$ cat src/rtl/hsst_tx_framer.sv
// HSST TX framer: drains fixed-length bursts from the TX FIFO and wraps each one as
// SOF / header / payload / checksum / EOF, with IDLE commas between frames.
module hsst_tx_framer #(
    parameter int FRAME_LEN   = 256,
    parameter int IDLE_GAP    = 2,
    parameter int LEVEL_WIDTH = 11
) (
    input  logic                   rd_clk,
    input  logic                   rd_rst_n,
    input  logic                   link_up,
    input  logic [31:0]            fifo_rd_data,
    input  logic                   fifo_empty,
    input  logic [LEVEL_WIDTH-1:0] fifo_rd_water_level,
    output logic                   fifo_rd_en,
    output logic [31:0]            tx_data,
    output logic [3:0]             tx_kchar,
    output logic                   busy,
    output logic [15:0]            frame_cnt,
    output logic                   err_underflow
);

    localparam logic [31:0] IDLE_WORD   = 32'h5050_50BC;
    localparam logic [31:0] SOF_WORD    = 32'h5A5A_5AFB;
    localparam logic [31:0] FRAME_LEN_U = 32'(FRAME_LEN);
    localparam logic [15:0] FRAME_LEN_H = 16'(FRAME_LEN);
    localparam logic [9:0]  FRAME_LEN_W = 10'(FRAME_LEN);
    localparam logic [9:0]  LAST_WORD   = 10'(FRAME_LEN - 1);
    localparam logic [3:0]  GAP_LEN     = 4'(IDLE_GAP);

    typedef enum logic [2:0] {
        S_IDLE, S_SOF, S_HDR, S_PAY, S_CHK, S_EOF, S_GAP
    } state_t;

    state_t      state, state_nxt;
    logic [9:0]  word_cnt, word_cnt_nxt;
    logic [9:0]  rd_cnt, rd_cnt_nxt;
    logic [3:0]  gap_cnt, gap_cnt_nxt;
    logic [7:0]  seq, seq_nxt;
    logic [31:0] sum, sum_nxt;
    logic [31:0] tx_data_nxt;
    logic [3:0]  tx_kchar_nxt;
    logic        rd_en_nxt, busy_nxt, err_nxt;
    logic [15:0] frame_cnt_nxt;
    logic        start_ok, launch;

    // The level is only trusted between frames; a frame is never started half-buffered.
    assign start_ok = link_up && (32'(fifo_rd_water_level) >= FRAME_LEN_U);

    always_ff @(posedge rd_clk or negedge rd_rst_n) begin
        if (!rd_rst_n) state <= S_IDLE;
        else           state <= state_nxt;
    end

    always_comb begin
        state_nxt     = state;
        tx_data_nxt   = IDLE_WORD;
        tx_kchar_nxt  = 4'b0001;
        rd_en_nxt     = 1'b0;
        busy_nxt      = 1'b0;
        word_cnt_nxt  = word_cnt;
        rd_cnt_nxt    = rd_cnt;
        gap_cnt_nxt   = gap_cnt;
        seq_nxt       = seq;
        sum_nxt       = sum;
        frame_cnt_nxt = frame_cnt;
        err_nxt       = err_underflow | (fifo_rd_en & fifo_empty);
        launch        = 1'b0;

        // Reads run independently of the output state: FRAME_LEN strobes from SOF on.
        if (fifo_rd_en) begin
            rd_cnt_nxt = rd_cnt + 10'd1;
            rd_en_nxt  = (rd_cnt + 10'd1) < FRAME_LEN_W;
        end

        case (state)
            S_IDLE: launch = start_ok;
            S_SOF: begin
                state_nxt    = S_HDR;
                tx_data_nxt  = {8'hA5, seq, FRAME_LEN_H};
                tx_kchar_nxt = 4'b0000;
                busy_nxt     = 1'b1;
            end
            S_HDR: begin
                state_nxt    = S_PAY;
                tx_data_nxt  = fifo_rd_data;
                tx_kchar_nxt = 4'b0000;
                busy_nxt     = 1'b1;
                sum_nxt      = sum + fifo_rd_data;
                word_cnt_nxt = 10'd0;
            end
            S_PAY: begin
                tx_kchar_nxt = 4'b0000;
                busy_nxt     = 1'b1;
                if (word_cnt == LAST_WORD) begin
                    state_nxt   = S_CHK;
                    tx_data_nxt = sum;
                end else begin
                    tx_data_nxt  = fifo_rd_data;
                    sum_nxt      = sum + fifo_rd_data;
                    word_cnt_nxt = word_cnt + 10'd1;
                end
            end
            S_CHK: begin
                state_nxt     = S_EOF;
                tx_data_nxt   = {8'h00, seq, 8'h00, 8'hFD};
                busy_nxt      = 1'b1;
                seq_nxt       = seq + 8'd1;
                frame_cnt_nxt = frame_cnt + 16'd1;
            end
            S_EOF: begin
                state_nxt   = S_GAP;
                gap_cnt_nxt = 4'd1;
            end
            S_GAP: begin
                // The last gap word doubles as the first IDLE evaluation cycle.
                if (gap_cnt >= GAP_LEN) begin
                    launch    = start_ok;
                    state_nxt = S_IDLE;
                end else begin
                    gap_cnt_nxt = gap_cnt + 4'd1;
                end
            end
            default: state_nxt = S_IDLE;
        endcase

        if (launch) begin
            state_nxt    = S_SOF;
            tx_data_nxt  = SOF_WORD;
            tx_kchar_nxt = 4'b0001;
            rd_en_nxt    = 1'b1;
            rd_cnt_nxt   = 10'd0;
            busy_nxt     = 1'b1;
            sum_nxt      = 32'd0;
        end
    end

    always_ff @(posedge rd_clk or negedge rd_rst_n) begin
        if (!rd_rst_n) begin
            tx_data       <= IDLE_WORD;
            tx_kchar      <= 4'b0001;
            fifo_rd_en    <= 1'b0;
            busy          <= 1'b0;
            frame_cnt     <= 16'd0;
            err_underflow <= 1'b0;
            seq           <= 8'd0;
            sum           <= 32'd0;
            gap_cnt       <= 4'd0;
            word_cnt      <= 10'd0;
            rd_cnt        <= 10'd0;
        end else begin
            tx_data       <= tx_data_nxt;
            tx_kchar      <= tx_kchar_nxt;
            fifo_rd_en    <= rd_en_nxt;
            busy          <= busy_nxt;
            frame_cnt     <= frame_cnt_nxt;
            err_underflow <= err_nxt;
            seq           <= seq_nxt;
            sum           <= sum_nxt;
            gap_cnt       <= gap_cnt_nxt;
            word_cnt      <= word_cnt_nxt;
            rd_cnt        <= rd_cnt_nxt;
        end
    end

endmodule

$ cat config.mk
export PLATFORM = sky130hd
export DESIGN_NAME = hsst_tx_framer
export DESIGN_NICKNAME = d
export VERILOG_FILES = /design/src/rtl/hsst_tx_framer.sv
export SDC_FILE = /design/constraint.sdc
export NUM_CORES = 1
export LEC_CHECK = 0
export BUFFER_PORTS_ARGS = -buffer_cell sky130_fd_sc_hd__buf_2
export CAP_MARGIN = 20
export CORE_AREA = 8 8 118 131
export CTS_BUF_LIST = sky130_fd_sc_hd__clkbuf_8
export DETAILED_ROUTE_END_ITERATION = 7
export DIE_AREA = 0 0 126 139
export PLACE_DENSITY = 0.72
export SYNTH_ARGS = -nofsm -noshare
export SYNTH_HDL_FRONTEND = slang
export SYNTH_SLANG_ARGS = --single-unit
$ cat constraint.sdc
create_clock -name rd_clk -period 3.4 [get_ports rd_clk]
set_clock_uncertainty 0.15 [all_clocks]
set_input_delay 0.34 -clock rd_clk [delete_from_list [all_inputs] [get_ports rd_clk]]
set_output_delay 0.34 -clock rd_clk [all_outputs]
set_load 0.02 [all_outputs]
Yosys cells after proc, flatten, opt, wreduce, memory -nomap -nowiden --
Index checks and enable logic that the tools add are counted. Widths: inputs -> output; s select.
Operators by class: add/subtract/negate cells 6, multiply operators 0, div/mod/pow operators 0, order comparisons 3, eq/ne operators 13, shifts and indexed selects 0, muxes and demuxes 24, bitwise logic cells 2, reductions and logical operators 12
Operators by type and width (number):
- $mux 32 | 4
- $pmux 32 s4 | 1
- $pmux 32 s2 | 1
- $add 32x32->32 | 1
- $mux 10 | 3
- $pmux 3 s7 | 1
- $add 10x1->10 const B | 2
- $pmux 10 s2 | 1
- $add 16x1->16 const B | 1
- $ge 11x9->1 const B | 1
- $eq 10x8->1 const B | 1
- $lt 10x9->1 const B | 1
- $eq 3x3->1 const B | 3
- $mux 3 | 3
- $ne 3x3->1 const B | 3
- $add 8x1->8 const B | 1
- $mux 4 | 2
- $pmux 4 s2 | 1
- $eq 3x2->1 const B | 2
- $mux 1 | 6
- $ne 2x2->1 const B | 3
- $reduce_and 2->1 | 3
- $reduce_bool 2->1 | 3
- $add 4x1->4 const B | 1
- 11 further kinds | 11
Word-level totals: bits in registers 122, latch bits 0, bits in writable memories 0, memory bits (read-only) 0, input bits 47, output and inout bits 55, logic and storage cells 72, memories 0

Depth between registers and ports, before layout --
Gate-level depths: netlist of the first run.
word-level depth 6, depth in mapped cells 10, gate-level depth less buffers 10

Worst setup path after synthesis of the first run --
OpenSTA, ideal clock, no wires.
kind reg2reg, from register sum[8], to register sum[27], setup time 0.131 ns, arrival time 2.388 ns, required time 3.119 ns, setup slack 0.731 ns, stages on the path, launching flop included 10, path buffers 0, clock period less this slack 2.669 ns, path through dfrtp_1 -> ha_1 -> a21oi_2 -> o21ai_2 -> a311oi_4 -> a2111oi_4 -> o41a_4 -> a221oi_2 -> xor2_1 -> o21ai_1
Between the ends: longest elaborated chain between the ends 4
Ends and longest elaborated chain:
- start, declared | RTL line 39 | logic [31:0] sum, sum_nxt;
- start signal, assigned | RTL line 158 | sum <= sum_nxt;
- $add 32x32->32 * | RTL line 88, 99
- $mux 32 | RTL line 94 | if (word_cnt == LAST_WORD) begin
- $pmux 32 s2 * | RTL line 75 | case (state)
- $mux 32 * | RTL line 126 | if (launch) begin
Every way passes the cells marked *; elsewhere a longest branch is shown, timed or not. The select of a mux whose other input is x is not followed. A chain may end at the register's enable or synchronous reset.

Worst setup path in the final report of the first run --
from input fifo_rd_data[8], to register sum[25]
Between the ends: longest elaborated chain between the ends 4
Ends and longest elaborated chain:
- start, declared | RTL line 11 | input logic [31:0] fifo_rd_data,
- $add 32x32->32 * | RTL line 88, 99
- $mux 32 | RTL line 94
- $pmux 32 s2 * | RTL line 75
- $mux 32 * | RTL line 126
Marks and branches as above.

==> results of run 1 <==
==> per-layer routing <==
layer	vias up	wire length (µm)
met5	-	0
met4	0	286
met3	24	638
met2	132	8210
met1	2790	6860
li1	2683	-
==> synth_stat cells (5+ instances only) <==
cell type	instances
a21o_1	15
a21oi_1	32
a221o_1	20
a221oi_1	5
a31oi_1	7
and3_1	12
and4_1	6
buf_1	5
clkbuf_1	19
dfrtp_1	107
dfstp_2	12
ha_1	37
inv_1	14
nand2_1	65
nand3_1	47
nand4_1	19
nor2_1	38
nor3_1	10
nor3b_1	5
o21a_1	5
o21ai_0	44
xnor2_1	38
xor2_1	25
==> repair_timing <==
item | CTS | global route
hold endpoints to repair | 79 | 0
hold buffers | 26 | 0
setup buffers | 0 | 0
==> cell type report <==
| class | count | area [µm²] | area share, % |
|---|---|---|---|
| multi-input combinational | 504 | 3470 | 43.5 |
| sequential | 119 | 2990 | 37.5 |
| timing repair buffer | 127 | 808 | 10.1 |
| clock buffer | 21 | 289 | 3.62 |
| inverter | 15 | 56.3 | 0.706 |
| tap | 164 | 205 | 2.57 |
| clock inverter | 11 | 154 | 1.93 |
==> per-stage QoR <==
step / setup WS, ns / instance area, µm² / utilization (%)
2_1_floorplan: 0.731 / 6640 / -
3_3_place_gp: 0.467 / 7270 / 54.3
3_5_place_dp: 0.437 / 7270 / 54.3
4_1_cts: 0.347 / 7980 / 59.5
5_1_grt: 0.143 / 7980 / 59.5
6_report: 0.311 / 7980 / 59.5
==> registers in the layout, indices dropped and copies added (netlist names) <==
name and count:
rd_cnt 10, tx_data 32, busy 1, seq 8, state 3, word_cnt 10, frame_cnt 16, tx_kchar 1
sum 32, gap_cnt 4, fifo_rd_en 1, err_underflow 1
==> final timing paths <==
path / startpoint / to
worst max-delay path: fifo_rd_data[8] / sum[25]$_DFFE_PN0P_
worst min-delay path: fifo_rd_data[16] / tx_data[16]$_DFF_PN0_
worst max register to register: sum[8]$_DFFE_PN0P_ / sum[25]$_DFFE_PN0P_
worst min register to register: err_underflow$_DFF_PN0_ / err_underflow$_DFF_PN0_
max in group asynchronous: rd_rst_n / tx_data[30]$_DFF_PN1_
min in group asynchronous: rd_rst_n / sum[12]$_DFFE_PN0P_
==> power groups by stage <==
stage / registers [mW] / logic, mW / clock network [mW]
floorplan: 1.84 / 1.71 / 0
global placement: 1.85 / 2.07 / 0
detailed placement: 1.86 / 2.13 / 0
CTS: 1.84 / 2.16 / 1.44
global route: 1.87 / 2.45 / 1.51
finish: 1.85 / 2.16 / 1.41
==> cell families (layout without fill, tap and decap cells) <==
kind of cell | Yosys count | in the layout
other | 1 | 3
AOI/OAI and AO/OA | 175 | 175
adders and majority gates | 38 | 38
xor gates and xnor gates | 63 | 63
and+or+nand+nor | 221 | 221
muxes | 4 | 4
DFF | 119 | 119
buffers and inverters | 46 | 174
==> worst reg2reg max path, cell delays in order (launching register included) <==
cell	delay, ns
dfrtp_1	0.39
ha_1	0.38
a21oi_2	0.20
o21ai_2	0.09
a311oi_4	0.42
a2111oi_4	0.16
o41a_4	0.42
a21oi_1	0.20
mux2i_1	0.19
o311ai_0	0.14
==> flow_summary.yaml, run 1 <==
critical_path:
  worstPathArrival_ns: 3.23
  crit_cells: 11
  crit_family: "compound AO/OA/AOI/OAI gates"
  cp_slowest_cell: "dlygate4sd3_1"
  path_class: "in2reg"
  critPathLaunchType: "primary input"
  cp-end-kind: "flop"
  cpPeakStageDelay_ns: 0.54
  cp_max_fo: 7
  r2r_slack_ns: 0.51
  worst-path-buf-inv: 2
  cp.required_ns: 3.54
  path_cells: "dlygate4sd3_1 > buf_2 > ha_1 > a21oi_2 > o21ai_2 > a311oi_4 > a2111oi_4 > o41a_4 > a21oi_1 > mux2i_1 > o311ai_0"
  r2r_cells: 9
final_layout:
  stdcell_count: 961
  insertedDiodeCount: 0
  drive_above_1_share_pct: 20.5
  fin_nets: 869
  final_common_cell: "dfrtp_1"
  area_growth_pct: 20.4
  fill_cells: 1162
  final_cell_mix: "107 x dfrtp_1, 89 x buf_2, 65 x nand2_1"
global_routing:
  grt.overflow.total: 0
  gr-usage-met1_pct: 22.5
  grt_usage_pct: 18.9
  grt_pass1_vias: 5487
  met2_usage_pct: 32.0
  grt_pass1_wl_mm: 27.0
  gr-usage-met3_pct: 4.69
  top_usage_layer: "met2"
  grt_max_degree: 62
  antenna_found_initial: 0
floorplan:
  die_x_um: 126
  die_h_um: 139
  ios: 102
  rows: 45
  coreArea_um2: 13400
  die_area_um2: 17500
  start_util_pct: 49.5
pwr:
  combPwrFrac_pct: 39.9
  max-vdd-ir-drop_mv: 0.356
  power_switching_mw: 1.92
  power.share.sequential_pct: 34.1
  intPower_mw: 3.49
  clkPwrFrac_pct: 26.0
  swShare_pct: 35.5
  leakage_nw: 3.69
  total_power_mw: 5.42
  cellPowerDensity_nw_per_um2: 679
synthesis:
  synth_top_flop_cell: "dfrtp_1"
  post_synth.cell_area_avg_um2: 9.94
  muxShareOfSynthArea_pct: 0.623
  synth_top_family_by_area: "compound AO/OA/AOI/OAI gates"
  postSynthRegisterBits: 119
  synthSimpleGateAreaFrac_pct: 16.4
  post_synth_num_cell_types: 66
  ys_top_cells_by_area: "dfrtp_1 40%, ha_1 7.0%, xnor2_1 5.0%, dfstp_2 4.8%, nand2_1 3.7%"
  yosysTopAreaCellShare_pct: 40.4
  yosysSeqAreaShare_pct: 45.2
  synth_edf_count: 0
  syn_area_um2: 6630
  syn_inst: 667
  async_flop_share_pct: 100
  synth_compound_area_share_pct: 19.2
  synth_xor_area_share_pct: 8.33
  yosysTopAreaCell: "dfrtp_1"
  ys_warn_count: 0
  synthAdderAreaFrac_pct: 7.29
routing:
  dr.pass1.iters: 6
  via_per_inst: 5.86
  via_count: 5629
  drc_errors: 0
  drt-total-wl_mm: 16.0
  drt_iter0_drc: 368
  ant_nets: 0
  wl_per_cell_um: 16.6
cts:
  clock_path_buffers: 2
  htree_levels: 4
  cts_tree: "done"
  clk_latency_ns: 0.44
  numCtsBuffers: 17
  path_clk_slew_ns: 0.07
  root_buffer: "clkbuf_8"
  cts.sinks: 119
  cts_resized: 0
timing:
  slew_headroom_pct: 35.9
  rsz0062_at_grt: "false"
  period_minus_slack_ns: 3.09
  setup_tns_ns: 0
  setup_violations: 0
  period_share_pct: 90.8
  hold_viol_final: 0
  max_freq_ghz: 0.324
  slew_violations: 0
  hold_slack_ns: 0.0287
  worst_slew_pin_slew_ns: 0.954
min_path:
  worstHoldPathCells: 3
  hp-class: "in2reg"
run_status:
  status: "completed"
job:
  max_cap_violations: 0
placed_design:
  placed_cells: 903
  portBuffers: 90
  routabilityCongestion: 0.902
  place_hpwl_mm: 11.4
Note: power is estimated with default switching activity, not from simulation.
==> run 2: changes to the inputs <==
BUFFER_PORTS_ARGS = -buffer_cell sky130_fd_sc_hd__buf_4   (was -buffer_cell sky130_fd_sc_hd__buf_2)
RECOVER_POWER = 50   (was not set)
==> run 2 against run 1 <==
Setup slack lost 0.0082 ns. Total power shrank 4.4%. Clock power shrank 18%. Hold slack lost 0.0014 ns. Final area is essentially flat. Combinational power is essentially flat. Count of clock-buffer cells in the layout shrank 3. Wire length is the same. Maximum frequency shrank 0.27%. Global-route usage is essentially flat. First-iteration DRC count grew 11%. Register-to-register slack lost 0.02 ns.
==> flow_summary.yaml, run 2 (synthesis results as in run 1) <==
run_status:
  status: "completed"
global_routing:
  grt_pass1_vias: 5602
  grt_pass1_wl_mm: 27.2
  antenna_found_initial: 0
  grt_max_degree: 63
  grt.overflow.total: 0
  grt_usage_pct: 18.9
timing:
  rsz0062_at_grt: "false"
  slew_violations: 0
  setup_tns_ns: 0
  hold_slack_ns: 0.0273
  period_share_pct: 91.1
  max_freq_ghz: 0.323
  hold_viol_final: 0
  period_minus_slack_ns: 3.10
  worst_slew_pin_slew_ns: 1.40
  slew_headroom_pct: 6.39
  setup_violations: 0
cts:
  htree_levels: 4
  cts_tree: "done"
  root_buffer: "clkbuf_8"
  clk_latency_ns: 0.44
  clock_path_buffers: 2
  cts_setup_buffers: 0
  cts.sinks: 119
  numCtsBuffers: 17
  path_clk_slew_ns: 0.06
placed_design:
  placed_cells: 903
  portBuffers: 90
  place_hpwl_mm: 11.6
  routabilityCongestion: 0.894
routing:
  drc_errors: 0
  via_count: 5544
  via_per_inst: 5.77
  wl_per_cell_um: 16.6
  drt-total-wl_mm: 16.0
  ant_nets: 0
  dr.pass1.iters: 5
  drt_iter0_drc: 409
critical_path:
  worstPathArrival_ns: 3.23
  cp-end-kind: "flop"
  cp_max_fo: 7
  path_class: "in2reg"
  cp.required_ns: 3.53
  critPathLaunchType: "primary input"
pwr:
  leakage_nw: 3.60
  power.share.sequential_pct: 35.7
  cellPowerDensity_nw_per_um2: 649
  clkPwrFrac_pct: 22.2
  swShare_pct: 36.7
  max-vdd-ir-drop_mv: 0.459
  combPwrFrac_pct: 42.1
  intPower_mw: 3.28
  power_switching_mw: 1.90
floorplan:
  rows: 45
  ios: 102
  die_x_um: 126
  die_h_um: 139
  die_area_um2: 17500
  coreArea_um2: 13400
  start_util_pct: 49.5
final_layout:
  final_common_cell: "dfrtp_1"
  top_regs: "sum x32, tx_data x32, frame_cnt x16"
  drive_above_1_share_pct: 15.6
  insertedDiodeCount: 0
  final_cell_mix: "107 x dfrtp_1, 66 x buf_4, 65 x nand2_1"
  area_growth_pct: 20.4
  stdcell_count: 961
  fin_nets: 870
  fin_util_pct: 59.6
  multi_input_area_um2: 3470
  seqCellArea_um2: 2990
  fill_cells: 1182
min_path:
  hp-class: "in2reg"
job:
  max_cap_violations: 0
## run 2: cell count changes in the layout (fill, tap and decap cells not counted), moves of 2 or more
cell       delta
buf_2        -89
buf_4        +55
clkbuf_1     +33
inv_1         +5
clkbuf_8      -3
bufinv_16     -2
## run 2: power by group through the flow
stage / Clock (mW) / Sequential (mW) / Combinational (mW)
6_report: 1.15 / 1.85 / 2.18
2_1_floorplan: 0 / 1.84 / 1.71
5_1_grt: 1.24 / 1.88 / 2.47
3_3_place_gp: 0 / 1.85 / 2.09
4_1_cts: 1.19 / 1.84 / 2.19
3_5_place_dp: 0 / 1.86 / 2.15
## run 2: critical path, cell delays in order
cell	delay, ns
dlygate4sd3_1	0.54
buf_4	0.14
ha_1	0.39
a21oi_2	0.20
o21ai_2	0.09
a311oi_4	0.42
a2111oi_4	0.15
o41a_4	0.42
a21oi_1	0.19
mux2i_1	0.20
o311ai_0	0.15
## run 2: final timing paths
path                       slack (ns)  depth (start not counted)                 endpoint                     from
max reg2reg                      0.49                          9      sum[25]$_DFFE_PN0P_      sum[11]$_DFFE_PN0P_
max                              0.30                         11      sum[25]$_DFFE_PN0P_          fifo_rd_data[8]
min                              0.03                          3    tx_data[23]$_DFF_PN0_         fifo_rd_data[23]
max in group asynchronous        0.90                          3  word_cnt[3]$_DFFE_PN0P_                 rd_rst_n
min reg2reg                      0.31                          1  err_underflow$_DFF_PN0_  err_underflow$_DFF_PN0_
min in group asynchronous        0.60                          2    tx_data[11]$_DFF_PN0_                 rd_rst_n
## run 2: metrics by stage
stage / instance area, µm² / worst slack [ns] / power [mW]
finish: 7980 / 0.303 / 5.18
global route: 7980 / 0.102 / 5.58
CTS: 8120 / 0.327 / 5.22
detailed placement: 7500 / 0.424 / 4.01
global placement: 7500 / 0.461 / 3.95
floorplan: 6640 / 0.731 / 3.55
## run 2: final cells by class
class	instances	area share, %
Clock buffer	18	3.10
Clock inverter	13	1.32
Inverter	15	0.705
Multi-Input combinational cell	504	43.5
Sequential cell	119	37.5
Tap cell	164	2.57
Timing Repair Buffer	128	11.3
## run 2: repair_timing
| action | 4_1_cts | 5_1_grt |
|---|---|---|
| setup endpoints to repair | 0 | 0 |
| hold endpoints to repair | 79 | 0 |
| gates resized for setup | 0 | 0 |
| hold buffers | 27 | 0 |
## run 2: metal layers
metal  up-vias  track usage, %  part of all wire [%]
li1       2679               -                     -
met1      2721            22.0                    43
met2       121            32.6                    51
met3        23            4.42                   4.2
met4         0            7.93                   2.0
met5         -               0                     0
==> run 3: changes to the inputs <==
PLACE_DENSITY = 0.75   (was 0.72)
RECOVER_POWER = not set   (was 50)
clock period = 2.8 ns   (was 3.4 ns; I/O delays follow)
==> run 3 against run 2 <==
The run now ends with setup timing left. Combinational power grew 43%. Clock power is 23% higher. Total power rose by 31%. Final area grew 7.1%. Register-to-register slack got worse by 0.47 ns. Setup slack worse by 0.36 ns. Critical path depth unchanged. Non-clock buffer count grew 30. Flip-flop and latch count unchanged. Global-route usage increased by 0.62 points. Utilization is 4.2 points higher. Critical endpoint is now sum[27]$_DFFE_PN0P_. Highest routed layer unchanged.
==> flow_summary.yaml, run 3 (synthesis results as in run 1) <==
run_status:
  status: "complete, but fails checks"
  failed_checks: "setup timing"
floorplan:
  ios: 102
  die_x_um: 126
  die_area_um2: 17500
  start_util_pct: 49.5
  coreArea_um2: 13400
  rows: 45
  die_h_um: 139
min_path:
  hp-class: "in2reg"
  hp-start: "fifo_rd_data[6]"
  worstHoldPathCells: 4
  min_to: "sum[6]$_DFFE_PN0P_"
final_layout:
  insertedDiodeCount: 0
  drive_above_1_share_pct: 24.6
  seqCellArea_um2: 2990
  area_growth_pct: 29.0
  fin_nets: 900
  final_cell_mix: "122 x buf_4, 107 x dfrtp_1, 65 x nand2_1"
  top_regs: "sum x32, tx_data x32, frame_cnt x16"
  final_common_cell: "buf_4"
  fill_cells: 1071
  multi_input_area_um2: 3650
timing:
  period_share_pct: 102
  setup_tns_ns: -0.117
  rsz0062_at_grt: "true"
  hold_slack_ns: 0.185
  max_freq_ghz: 0.350
  period_minus_slack_ns: 2.85
  finalWorstSetupSlack_ns: -0.0539
  hold_viol_final: 0
  slew_headroom_pct: 55.7
  worst_slew_pin_slew_ns: 0.660
  slew_violations: 0
  setup_violations: 4
cts:
  clock_path_buffers: 2
  htree_levels: 4
  numCtsBuffers: 17
  root_buffer: "clkbuf_8"
  path_clk_slew_ns: 0.06
  cts_tree: "done"
  cts.sinks: 119
  clk_latency_ns: 0.45
placed_design:
  portBuffers: 90
  place_hpwl_mm: 11.9
  routabilityCongestion: 0.891
global_routing:
  grt_max_degree: 56
  grt_pass1_wl_mm: 27.9
  grt.overflow.total: 0
  antenna_found_initial: 0
  grt_usage_pct: 19.5
  grt_pass1_vias: 5742
routing:
  drt-total-wl_mm: 17.1
  via_count: 5769
  wl_per_cell_um: 17.2
  drc_errors: 0
  via_per_inst: 5.82
  dr.pass1.iters: 5
  drt_iter0_drc: 413
  ant_nets: 0
critical_path:
  r2r-start: "sum[1]$_DFFE_PN0P_"
  cp_slowest_cell: "dlygate4sd3_1"
  timing.rr.end: "sum[27]$_DFFE_PN0P_"
  r2r_slack_ns: 0.02
  critPathLaunchType: "primary input"
  worst-path-buf-inv: 2
  crit_family: "compound AO/OA/AOI/OAI gates"
  cp_max_fo: 5
  path_cells: "dlygate4sd3_1 > buf_4 > ha_1 > a211oi_1 > o21ai_2 > nand4_4 > a2111oi_4 > o41a_4 > a221oi_2 > xor2_1 > o21ai_1"
  path_class: "in2reg"
  cpPeakStageDelay_ns: 0.54
  cp.required_ns: 2.98
  worstPathArrival_ns: 3.03
  cp-end-kind: "flop"
  r2r_cells: 9
pwr:
  cellPowerDensity_nw_per_um2: 794
  intPower_mw: 4.26
  power.share.sequential_pct: 33.5
  clkPwrFrac_pct: 20.8
  power_switching_mw: 2.52
  swShare_pct: 37.2
  leakage_nw: 3.87
  combPwrFrac_pct: 45.8
  max-vdd-ir-drop_mv: 0.571
job:
  max_cap_violations: 0
run 3: routing by layer:
metal / vias to the layer above / global-route usage, % / part of all wire, %
li1: 2741 / - / -
met1: 2820 / 23.0 / 42
met2: 169 / 33.6 / 52
met3: 39 / 4.27 / 4.1
met4: 0 / 8.43 / 1.9
met5: - / 0 / 0
run 3: how the worst max path moves through the flow:
stage,endpoint,cells past startpoint,startpoint
after CTS,sum[29]$_DFFE_PN0P_,10,sum[10]$_DFFE_PN0P_
after detailed placement,sum[25]$_DFFE_PN0P_,10,fifo_rd_data[6]
after floorplan,sum[27]$_DFFE_PN0P_,9,sum[8]$_DFFE_PN0P_
final,sum[27]$_DFFE_PN0P_,11,fifo_rd_data[1]
after global placement,sum[29]$_DFFE_PN0P_,11,fifo_rd_data[10]
after global routing,sum[11]$_DFFE_PN0P_,11,fifo_rd_data[1]
run 3: final cells by class:
class | instances | share of cell area (%)
multi-input combinational | 504 | 42.7
inverter | 15 | 0.659
clock inverter | 11 | 0.820
tap | 164 | 2.40
sequential | 119 | 35.0
timing repair buffer | 158 | 15.0
clock buffer | 21 | 3.38
run 3: worst min-delay path, stage by stage:
cell and delay (ns):
buf_4 0.10, ha_4 0.16, xnor2_1 0.12, o21ai_0 0.07
run 3: per-stage QoR:
stage / total power [mW] / setup WS, ns / instances / util (%) / cell area (µm²)
6_report: 6.79 / -0.0539 / 992 / 63.8 / 8550
5_1_grt: 7.23 / -0.0915 / 992 / 63.8 / 8550
4_1_cts: 6.48 / 0.0111 / 990 / 62.4 / 8360
3_5_place_dp: 5.00 / -0.00222 / 923 / 57.1 / 7650
3_3_place_gp: 4.91 / 0.0230 / 923 / 57.1 / 7650
2_1_floorplan: 4.31 / 0.131 / 669 / - / 6640
run 3: power groups by stage:
stage	Sequential [mW]	Clock, mW	Combinational (mW)
after CTS	2.23	1.44	2.81
after global routing	2.30	1.50	3.43
after floorplan	2.24	0	2.07
final	2.27	1.41	3.11
after detailed placement	2.26	0	2.74
after global placement	2.25	0	2.67
run 3: repair_timing:
action	CTS	global route
gates resized for setup	0	31
setup endpoints to repair	0	15
setup buffers	0	2
hold buffers	35	0
hold endpoints to repair	68	0
